[config.mk]
export PLATFORM = sky130hd
export DESIGN_NAME = xmas_led_chaser
export DESIGN_NICKNAME = d
export VERILOG_FILES = /design/src/rtl/xmas_led_pkg.sv /design/src/rtl/xmas_led_pwm.sv /design/src/rtl/xmas_led_chaser.sv
export SDC_FILE = /design/constraint.sdc
export NUM_CORES = 1
export LEC_CHECK = 0
export CAP_MARGIN = 20
export CORE_MARGIN = 2
export CORE_UTILIZATION = 40
export CTS_CLUSTER_SIZE = 14
export DETAILED_ROUTE_END_ITERATION = 12
export PLACE_DENSITY = 0.72
export SYNTH_ARGS = -nofsm -noshare
export SYNTH_HDL_FRONTEND = slang
export SYNTH_SLANG_ARGS = --single-unit
export TNS_END_PERCENT = 5
[constraint.sdc]
create_clock -name clk -period 4.3 [get_ports clk]
set_input_delay 0.86 -clock clk [delete_from_list [all_inputs] [get_ports clk]]
set_output_delay 0.86 -clock clk [all_outputs]
set_load 0.02 [all_outputs]
[src/rtl/xmas_led_pkg.sv]
// Shared definitions for the LED chaser: mode encodings, FSM states and helpers.
package xmas_led_pkg;

    localparam logic [1:0] MODE_CHASE  = 2'd0;
    localparam logic [1:0] MODE_BOUNCE = 2'd1;
    localparam logic [1:0] MODE_FLASH  = 2'd2;
    localparam logic [1:0] MODE_HOLD   = 2'd3;

    typedef enum logic [2:0] {
        ST_IDLE,
        ST_CHASE,
        ST_BOUNCE,
        ST_FLASH,
        ST_HOLD
    } state_t;

    // Patterns narrower than 32 bits are zero-extended by the caller.
    function automatic logic is_onehot(input logic [31:0] v);
        return (v != 32'd0) && ((v & (v - 32'd1)) == 32'd0);
    endfunction

endpackage

[src/rtl/xmas_led_pwm.sv]
// Brightness gate: free-running counter compared against duty, with the
// all-ones and zero duty values forcing fully on / fully off.
module xmas_led_pwm #(
    parameter int PWM_BITS = 4
) (
    input  logic                clk,
    input  logic                rst,
    input  logic [PWM_BITS-1:0] duty,
    output logic                on
);

    localparam logic [PWM_BITS-1:0] PWM_ONE = {{(PWM_BITS-1){1'b0}}, 1'b1};

    logic [PWM_BITS-1:0] pwm_cnt_reg;

    always_ff @(posedge clk) begin
        if (rst) begin
            pwm_cnt_reg <= '0;
        end else begin
            pwm_cnt_reg <= pwm_cnt_reg + PWM_ONE;
        end
    end

    always_comb begin
        on = 1'b0;
        if (duty == '1) begin
            on = 1'b1;
        end else if (duty != '0) begin
            on = (pwm_cnt_reg < duty);
        end
    end

endmodule

[src/rtl/xmas_led_chaser.sv]
// Multi-LED pattern engine stepped by each level change of the blinker output,
// with a PWM brightness gate on the registered LED bank.
module xmas_led_chaser
    import xmas_led_pkg::*;
#(
    parameter int N_LEDS   = 8,
    parameter int PWM_BITS = 4,
    parameter int CNT_BITS = 16
) (
    input  logic                clk,
    input  logic                rst,
    input  logic                step_in,
    input  logic [1:0]          mode,
    input  logic [PWM_BITS-1:0] duty,
    output logic [N_LEDS-1:0]   leds,
    output logic [CNT_BITS-1:0] step_count
);

    localparam logic [N_LEDS-1:0]   PAT_FIRST = {{(N_LEDS-1){1'b0}}, 1'b1};
    localparam logic [CNT_BITS-1:0] CNT_ONE   = {{(CNT_BITS-1){1'b0}}, 1'b1};

    state_t              state_reg, state_next;
    logic                step_d_reg;
    logic                step;
    logic [N_LEDS-1:0]   pattern_reg, pattern_next;
    logic                dir_reg, dir_next;
    logic                bounce_dir;
    logic                onehot;
    logic [N_LEDS-1:0]   leds_reg, leds_next;
    logic [CNT_BITS-1:0] count_reg;
    logic                on;

    assign step   = step_in ^ step_d_reg;
    assign onehot = is_onehot(32'(pattern_reg));

    xmas_led_pwm #(
        .PWM_BITS (PWM_BITS)
    ) u_pwm (
        .clk  (clk),
        .rst  (rst),
        .duty (duty),
        .on   (on)
    );

    always_ff @(posedge clk) begin
        if (rst) begin
            state_reg   <= ST_IDLE;
            step_d_reg  <= 1'b0;
            pattern_reg <= '0;
            dir_reg     <= 1'b1;
            count_reg   <= '0;
            leds_reg    <= '0;
        end else begin
            state_reg   <= state_next;
            step_d_reg  <= step_in;
            pattern_reg <= pattern_next;
            dir_reg     <= dir_next;
            leds_reg    <= leds_next;
            if (step) begin
                count_reg <= count_reg + CNT_ONE;
            end
        end
    end

    // HOLD selected from IDLE keeps the block idle with a dark pattern.
    always_comb begin
        state_next = state_reg;
        if (step) begin
            case (mode)
                MODE_CHASE:  state_next = ST_CHASE;
                MODE_BOUNCE: state_next = ST_BOUNCE;
                MODE_FLASH:  state_next = ST_FLASH;
                default:     state_next = (state_reg == ST_IDLE) ? ST_IDLE : ST_HOLD;
            endcase
        end
    end

    always_comb begin
        pattern_next = pattern_reg;
        dir_next     = dir_reg;
        // Leaving CHASE restarts upward; endpoints always force the legal direction.
        bounce_dir   = (state_reg == ST_CHASE) ? 1'b1 : dir_reg;
        if (pattern_reg[N_LEDS-1]) begin
            bounce_dir = 1'b0;
        end else if (pattern_reg[0]) begin
            bounce_dir = 1'b1;
        end
        if (step) begin
            case (mode)
                MODE_CHASE: begin
                    if (!onehot) begin
                        pattern_next = PAT_FIRST;
                        dir_next     = 1'b1;
                    end else begin
                        pattern_next = {pattern_reg[N_LEDS-2:0], pattern_reg[N_LEDS-1]};
                    end
                end
                MODE_BOUNCE: begin
                    if (!onehot) begin
                        pattern_next = PAT_FIRST;
                        dir_next     = 1'b1;
                    end else if (bounce_dir) begin
                        pattern_next = pattern_reg << 1;
                        dir_next     = ~pattern_reg[N_LEDS-2];
                    end else begin
                        pattern_next = pattern_reg >> 1;
                        dir_next     = pattern_reg[1];
                    end
                end
                MODE_FLASH: begin
                    if ((pattern_reg == '0) || (pattern_reg == '1)) begin
                        pattern_next = ~pattern_reg;
                    end else begin
                        pattern_next = '1;
                    end
                end
                default: begin
                    pattern_next = pattern_reg;
                end
            endcase
        end
    end

    for (genvar gi = 0; gi < N_LEDS; gi++) begin : g_gate
        assign leds_next[gi] = pattern_reg[gi] & on;
    end

    assign leds       = leds_reg;
    assign step_count = count_reg;

endmodule

==> results of run 1 <==
## layer usage
layer | up-vias | part of all wire | track usage
li1 | 868 | - | -
met1 | 773 | 0.46 | 0.199
met2 | 45 | 0.47 | 0.235
met3 | 6 | 0.053 | 0.0397
met4 | 0 | 0.015 | 0.0565
met5 | - | 0 | 0
## cell type report
cell class,instances,area share
clock inverters,1,0.0118
flip-flops and latches,41,0.323
inverters,11,0.0162
repair buffers,33,0.129
clock buffers,7,0.0339
well taps,70,0.0344
multi-input cells,167,0.452
## worst paths after layout
check	start	end	slack (ps)
worst min register to register	u_pwm.pwm_cnt_reg[0]	u_pwm.pwm_cnt_reg[0]	470
worst max-delay path	mode[0]	pattern_reg[3]	1580
worst max register to register	pattern_reg[1]	pattern_reg[4]	2230
worst min-delay path	u_pwm.pwm_cnt_reg[0]	u_pwm.pwm_cnt_reg[0]	470
## cells by family (layout without fill, tap and decap cells)
kind of cell | Yosys count | in the layout | share of synthesized area
compound gates | 41 | 41 | 0.167
xor+xnor | 16 | 16 | 0.0719
fa+ha+maj | 9 | 9 | 0.0548
buf+inv | 19 | 52 | 0.0408
flops | 41 | 41 | 0.400
mux | 1 | 1 | 0.00487
simple gates | 100 | 100 | 0.261
## critical path, cell delays in order
cell	delay (ps)
clkdlybuf4s50_1	510
inv_1	70
ha_1	470
o21ai_0	170
and2_1	240
a22o_1	240
a311o_1	340
## stage by stage
step	hold slack (ps)	setup slack (ps)	total power, mW	instance area [um^2]
2_1_floorplan	425	1840	0.587	2050
3_3_place_gp	446	1320	0.635	2430
3_5_place_dp	461	1290	0.637	2430
4_1_cts	479	1580	0.951	2540
5_1_grt	491	1430	0.992	2540
6_report	467	1580	0.945	2540
## power groups by stage
stage | Clock, mW | Combinational, mW | Sequential (mW)
2_1_floorplan | 0 | 0.143 | 0.444
3_3_place_gp | 0 | 0.183 | 0.452
3_5_place_dp | 0 | 0.185 | 0.452
4_1_cts | 0.321 | 0.186 | 0.443
5_1_grt | 0.338 | 0.205 | 0.448
6_report | 0.316 | 0.186 | 0.443
## synthesized netlist by cell type (2+ instances only)
library cell,number
dfxtp_1,41
nor2_1,31
nand2_1,14
inv_1,11
a21oi_1,10
and2_1,9
ha_1,9
xnor2_1,9
nand3_1,8
nor3_1,8
o21ai_0,6
xor2_1,6
a22o_1,5
nor3b_1,5
a311o_1,4
nand4_1,4
nor4_1,4
a22oi_1,3
and3_1,3
clkbuf_1,3
or3_1,3
a2111o_1,2
a2111oi_2,2
buf_1,2
nand2b_1,2
nor2b_1,2
==> flow_summary.json, run 1 <==
{
  "via_per_inst": 5.13,
  "placementRows": 26,
  "ctsHtreeMaxLevel": 2,
  "fin_util": 0.504,
  "cts_buffers": 5,
  "antenna_cells": 0,
  "path_class": "input pin to flop",
  "status": "completed",
  "boundaryPins": 33,
  "fin_crit_ps": 2720,
  "largest_reg_flops": 16,
  "ant_nets": 0,
  "maxCapViolations": 0,
  "clockBufferDepth": 2,
  "ys_warn_count": 0,
  "syn-cell-area_um2": 2050,
  "hpwlAfterDp_mm": 2.81,
  "p_leak_nw": 0.917,
  "endpoint_kind": "flop",
  "rsz0062_at_grt": "no",
  "synth_cells": 227,
  "coreArea_um2": 5040,
  "drive_gt1_frac": 0.0731,
  "synth_area_per_cell_um2": 9.05,
  "finalSetupViolCount": 0,
  "grt_overflow": 0,
  "initial_core_util": 0.407,
  "dp_cells": 322,
  "ir_drop_v": 0.000233,
  "grt_use_total": 0.150,
  "arrival_ps": 2900,
  "die_h_um": 75.7,
  "vias": 1692,
  "multi_input_area_um2": 1150,
  "yosysSeqAreaShare": 0.400,
  "gp_congestion": 0.866,
  "grt_pass1_vias": 1512,
  "ys_top_cells_by_area": "dfxtp_1, nor2_1, ha_1",
  "p_per_area_nw_per_um2": 372,
  "cellInternalPower_mw": 0.682,
  "synth_top_area_cell": "dfxtp_1",
  "synth_edf_count": 0,
  "insertion_delay_ps": 290,
  "drv_slew": 0,
  "syn_nets": 245,
  "route.detailed.drc": 0,
  "finalNonFillerCells": 330,
  "power.switching_mw": 0.263,
  "finalClockSkew_ps": 3.68,
  "clkPwrFrac": 0.334,
  "die_w_um": 75.7,
  "reg2reg_depth": 5,
  "fill_cells": 471,
  "cts_tree": "yes",
  "drt_iter0_markers": 95,
  "post_cts_buffers": 0,
  "routed_wl_mm": 3.89,
  "crit_required_ps": 4480,
  "seq_power_share": 0.469,
  "p_comb_frac": 0.196,
  "cts.clk_slew.worst_paths_ps": 70,
  "dieArea_um2": 5730,
  "tightest_slew_ps": 621,
  "hold_path_depth": 1,
  "slew_headroom": 0.585,
  "ys_seq_elements": 41,
  "p_sw_frac": 0.279,
  "antenna_found_initial": 0,
  "fin_crit_sh": 0.633,
  "cp_max_fo": 9,
  "ys_types": 47,
  "grt_pass1_wl_mm": 6.65,
  "dr.pass1.iters": 4,
  "fin_setup_tns_ps": 0,
  "synth_top_flop_cell": "dfxtp_1",
  "hold_path_class": "flop to flop",
  "register_area_um2": 821,
  "grt_start_max_net_pins": 26,
  "ys_async_sr_fraction": 0,
  "start_kind": "input pin",
  "portBuffers": 32,
  "fin_nets": 277,
  "area_delta_synth_final_pct": 23.8,
  "final_hold_viol_count": 0,
  "fmax_ghz": 0.367,
  "final_cell_mix": "dfxtp_1, clkdlybuf4s50_1, nor2_1",
  "route.detailed.wl_per_inst_um": 11.8,
  "ctsResizeCount": 0,
  "cts_root_buf": "clkbuf_8",
  "synth_top_cell_area_share": 0.400,
  "hold_buffers": 0,
  "mostFrequentLayoutCell": "dfxtp_1",
  "cts_sinks": 41
}
No activity file was read; power rests on OpenSTA's default activity.
==> run 2, diff against run 1 <==
PLACE_DENSITY = 0.74   (was 0.72)
clock period = 2.5 ns   (was 4.3 ns; I/O delays follow)
==> run 2 against run 1 <==
Sequential cell count did not move. Core utilization grew 0.94 points. Cell area rose by 1.9%. Critical endpoint is now pattern_reg[4]. Sequential share of layout area is 0.59 points lower. Critical path type unchanged. Critical path depth stayed put. Via count grew 0.83%. Wire length up 2.7%.
==> flow_summary.json, run 2 (synthesis results as in run 1) <==
{
  "drive_gt1_frac": 0.108,
  "largest_reg_flops": 16,
  "fin_crit_sh": 0.881,
  "gp_congestion": 0.922,
  "fin_setup_tns_ps": 0,
  "route.detailed.wl_per_inst_um": 11.8,
  "cp_max_fo": 9,
  "status": "completed",
  "hold_path_class": "flop to flop",
  "placementRows": 26,
  "rsz0062_at_grt": "no",
  "post_cts_buffers": 0,
  "cts_root_buf": "clkbuf_8",
  "antenna_found_initial": 0,
  "start_kind": "input pin",
  "die_w_um": 75.7,
  "ctsHtreeMaxLevel": 2,
  "grt_use_total": 0.149,
  "finalNonFillerCells": 339,
  "dieArea_um2": 5730,
  "tightest_slew_ps": 510,
  "cts_sinks": 41,
  "area_delta_synth_final_pct": 26.1,
  "antenna_cells": 0,
  "ant_nets": 0,
  "p_per_area_nw_per_um2": 597,
  "finalClockSkew_ps": 6.64,
  "insertion_delay_ps": 290,
  "setup_ws_ps": 298,
  "crit_slowest_cell": "clkdlybuf4s50_1",
  "die_h_um": 75.7,
  "fin_nets": 286,
  "fill_cells": 473,
  "clockBufferDepth": 2,
  "coreArea_um2": 5040,
  "crit_required_ps": 2680,
  "fin_crit_ps": 2200,
  "endpoint_kind": "flop",
  "path_class": "input pin to flop",
  "dp_worst_setup_slack_ps": -0.839,
  "drt_iter0_markers": 81,
  "maxCapViolations": 0,
  "dr.pass1.iters": 4,
  "arrival_ps": 2380,
  "route.detailed.drc": 0,
  "dp_cells": 331,
  "crit_chain": "clkdlybuf4s50_1 -> inv_1 -> ha_1 -> buf_4 -> a31oi_4 -> nor3_1 -> a311o_1",
  "initial_core_util": 0.407,
  "via_per_inst": 5.03,
  "final_hold_viol_count": 0,
  "grt_start_max_net_pins": 16,
  "grt_overflow": 0,
  "cts_buffers": 5,
  "ir_drop_v": 0.000323,
  "routed_wl_mm": 4.00,
  "hold_buffers": 0,
  "portBuffers": 32,
  "finalSetupViolCount": 0,
  "boundaryPins": 33,
  "vias": 1706,
  "grt_pass1_vias": 1380,
  "p_leak_nw": 0.953,
  "fin_util": 0.514,
  "cts_tree": "yes",
  "mostFrequentLayoutCell": "dfxtp_1",
  "ctsResizeCount": 0,
  "final_cell_mix": "dfxtp_1, clkdlybuf4s50_1, nor2_1",
  "grt_pass1_wl_mm": 6.58,
  "critPathMaxStageDelay_ps": 510,
  "drv_slew": 0,
  "hpwlAfterDp_mm": 2.99,
  "slew_headroom": 0.657,
  "totalPowerFinal_mw": 1.55,
  "cts.clk_slew.worst_paths_ps": 80,
  "fmax_ghz": 0.454
}
==> run 2: changes by cell type in the layout (fill, tap and decap cells not counted) <==
cell,change
buf_4,+9
bufinv_16,-1
clkbuf_1,-1
clkinv_2,+1
clkinv_4,+1
==> run 2: critical path: cells and delay by family <==
family | cells | cell delay (ps)
fa+ha+maj | 1 | 340
simple gates | 1 | 160
buf+inv | 3 | 760
compound gates | 2 | 620
==> run 2: where the power goes <==
group          leakage [nW]  internal (mW)  switching, mW  total [mW]
Combinational         0.567          0.163          0.174       0.337
Sequential            0.335          0.697         0.0655       0.763
Clock                0.0512          0.224          0.224       0.447
Total                 0.953           1.08          0.463        1.55
==> run 2: final timing paths <==
kind | endpoint | cells after the start | from | slack (ps)
setup / recovery | pattern_reg[4] | 7 | mode[1] | 300
setup reg to reg | pattern_reg[4] | 5 | pattern_reg[1] | 430
hold / removal | u_pwm.pwm_cnt_reg[0] | 1 | u_pwm.pwm_cnt_reg[0] | 470
hold reg to reg | u_pwm.pwm_cnt_reg[0] | 1 | u_pwm.pwm_cnt_reg[0] | 470
==> run 2: per-stage QoR <==
stage / instance area [um^2] / hold slack [ps]
after detailed placement: 2490 / 459
after global placement: 2490 / 442
after floorplan: 2050 / 425
final: 2590 / 469
after global routing: 2590 / 505
after CTS: 2590 / 474
==> run 2: layout make-up <==
class | count | area, um^2 | share of cell area
clock buffer | 6 | 82.6 | 0.0319
clock inverter | 2 | 13.8 | 0.00531
inverter | 11 | 41.3 | 0.0159
multi-input combinational | 167 | 1150 | 0.444
sequential | 41 | 821 | 0.317
tap | 70 | 87.6 | 0.0338
timing repair buffer | 42 | 395 | 0.153
==> run 2: routing by layer <==
layer,routed length (um),vias to the layer above,GRT usage
li1,-,885,-
met1,1980,774,0.218
met2,1770,39,0.221
met3,176,8,0.0278
met4,70,0,0.0526
met5,0,-,0
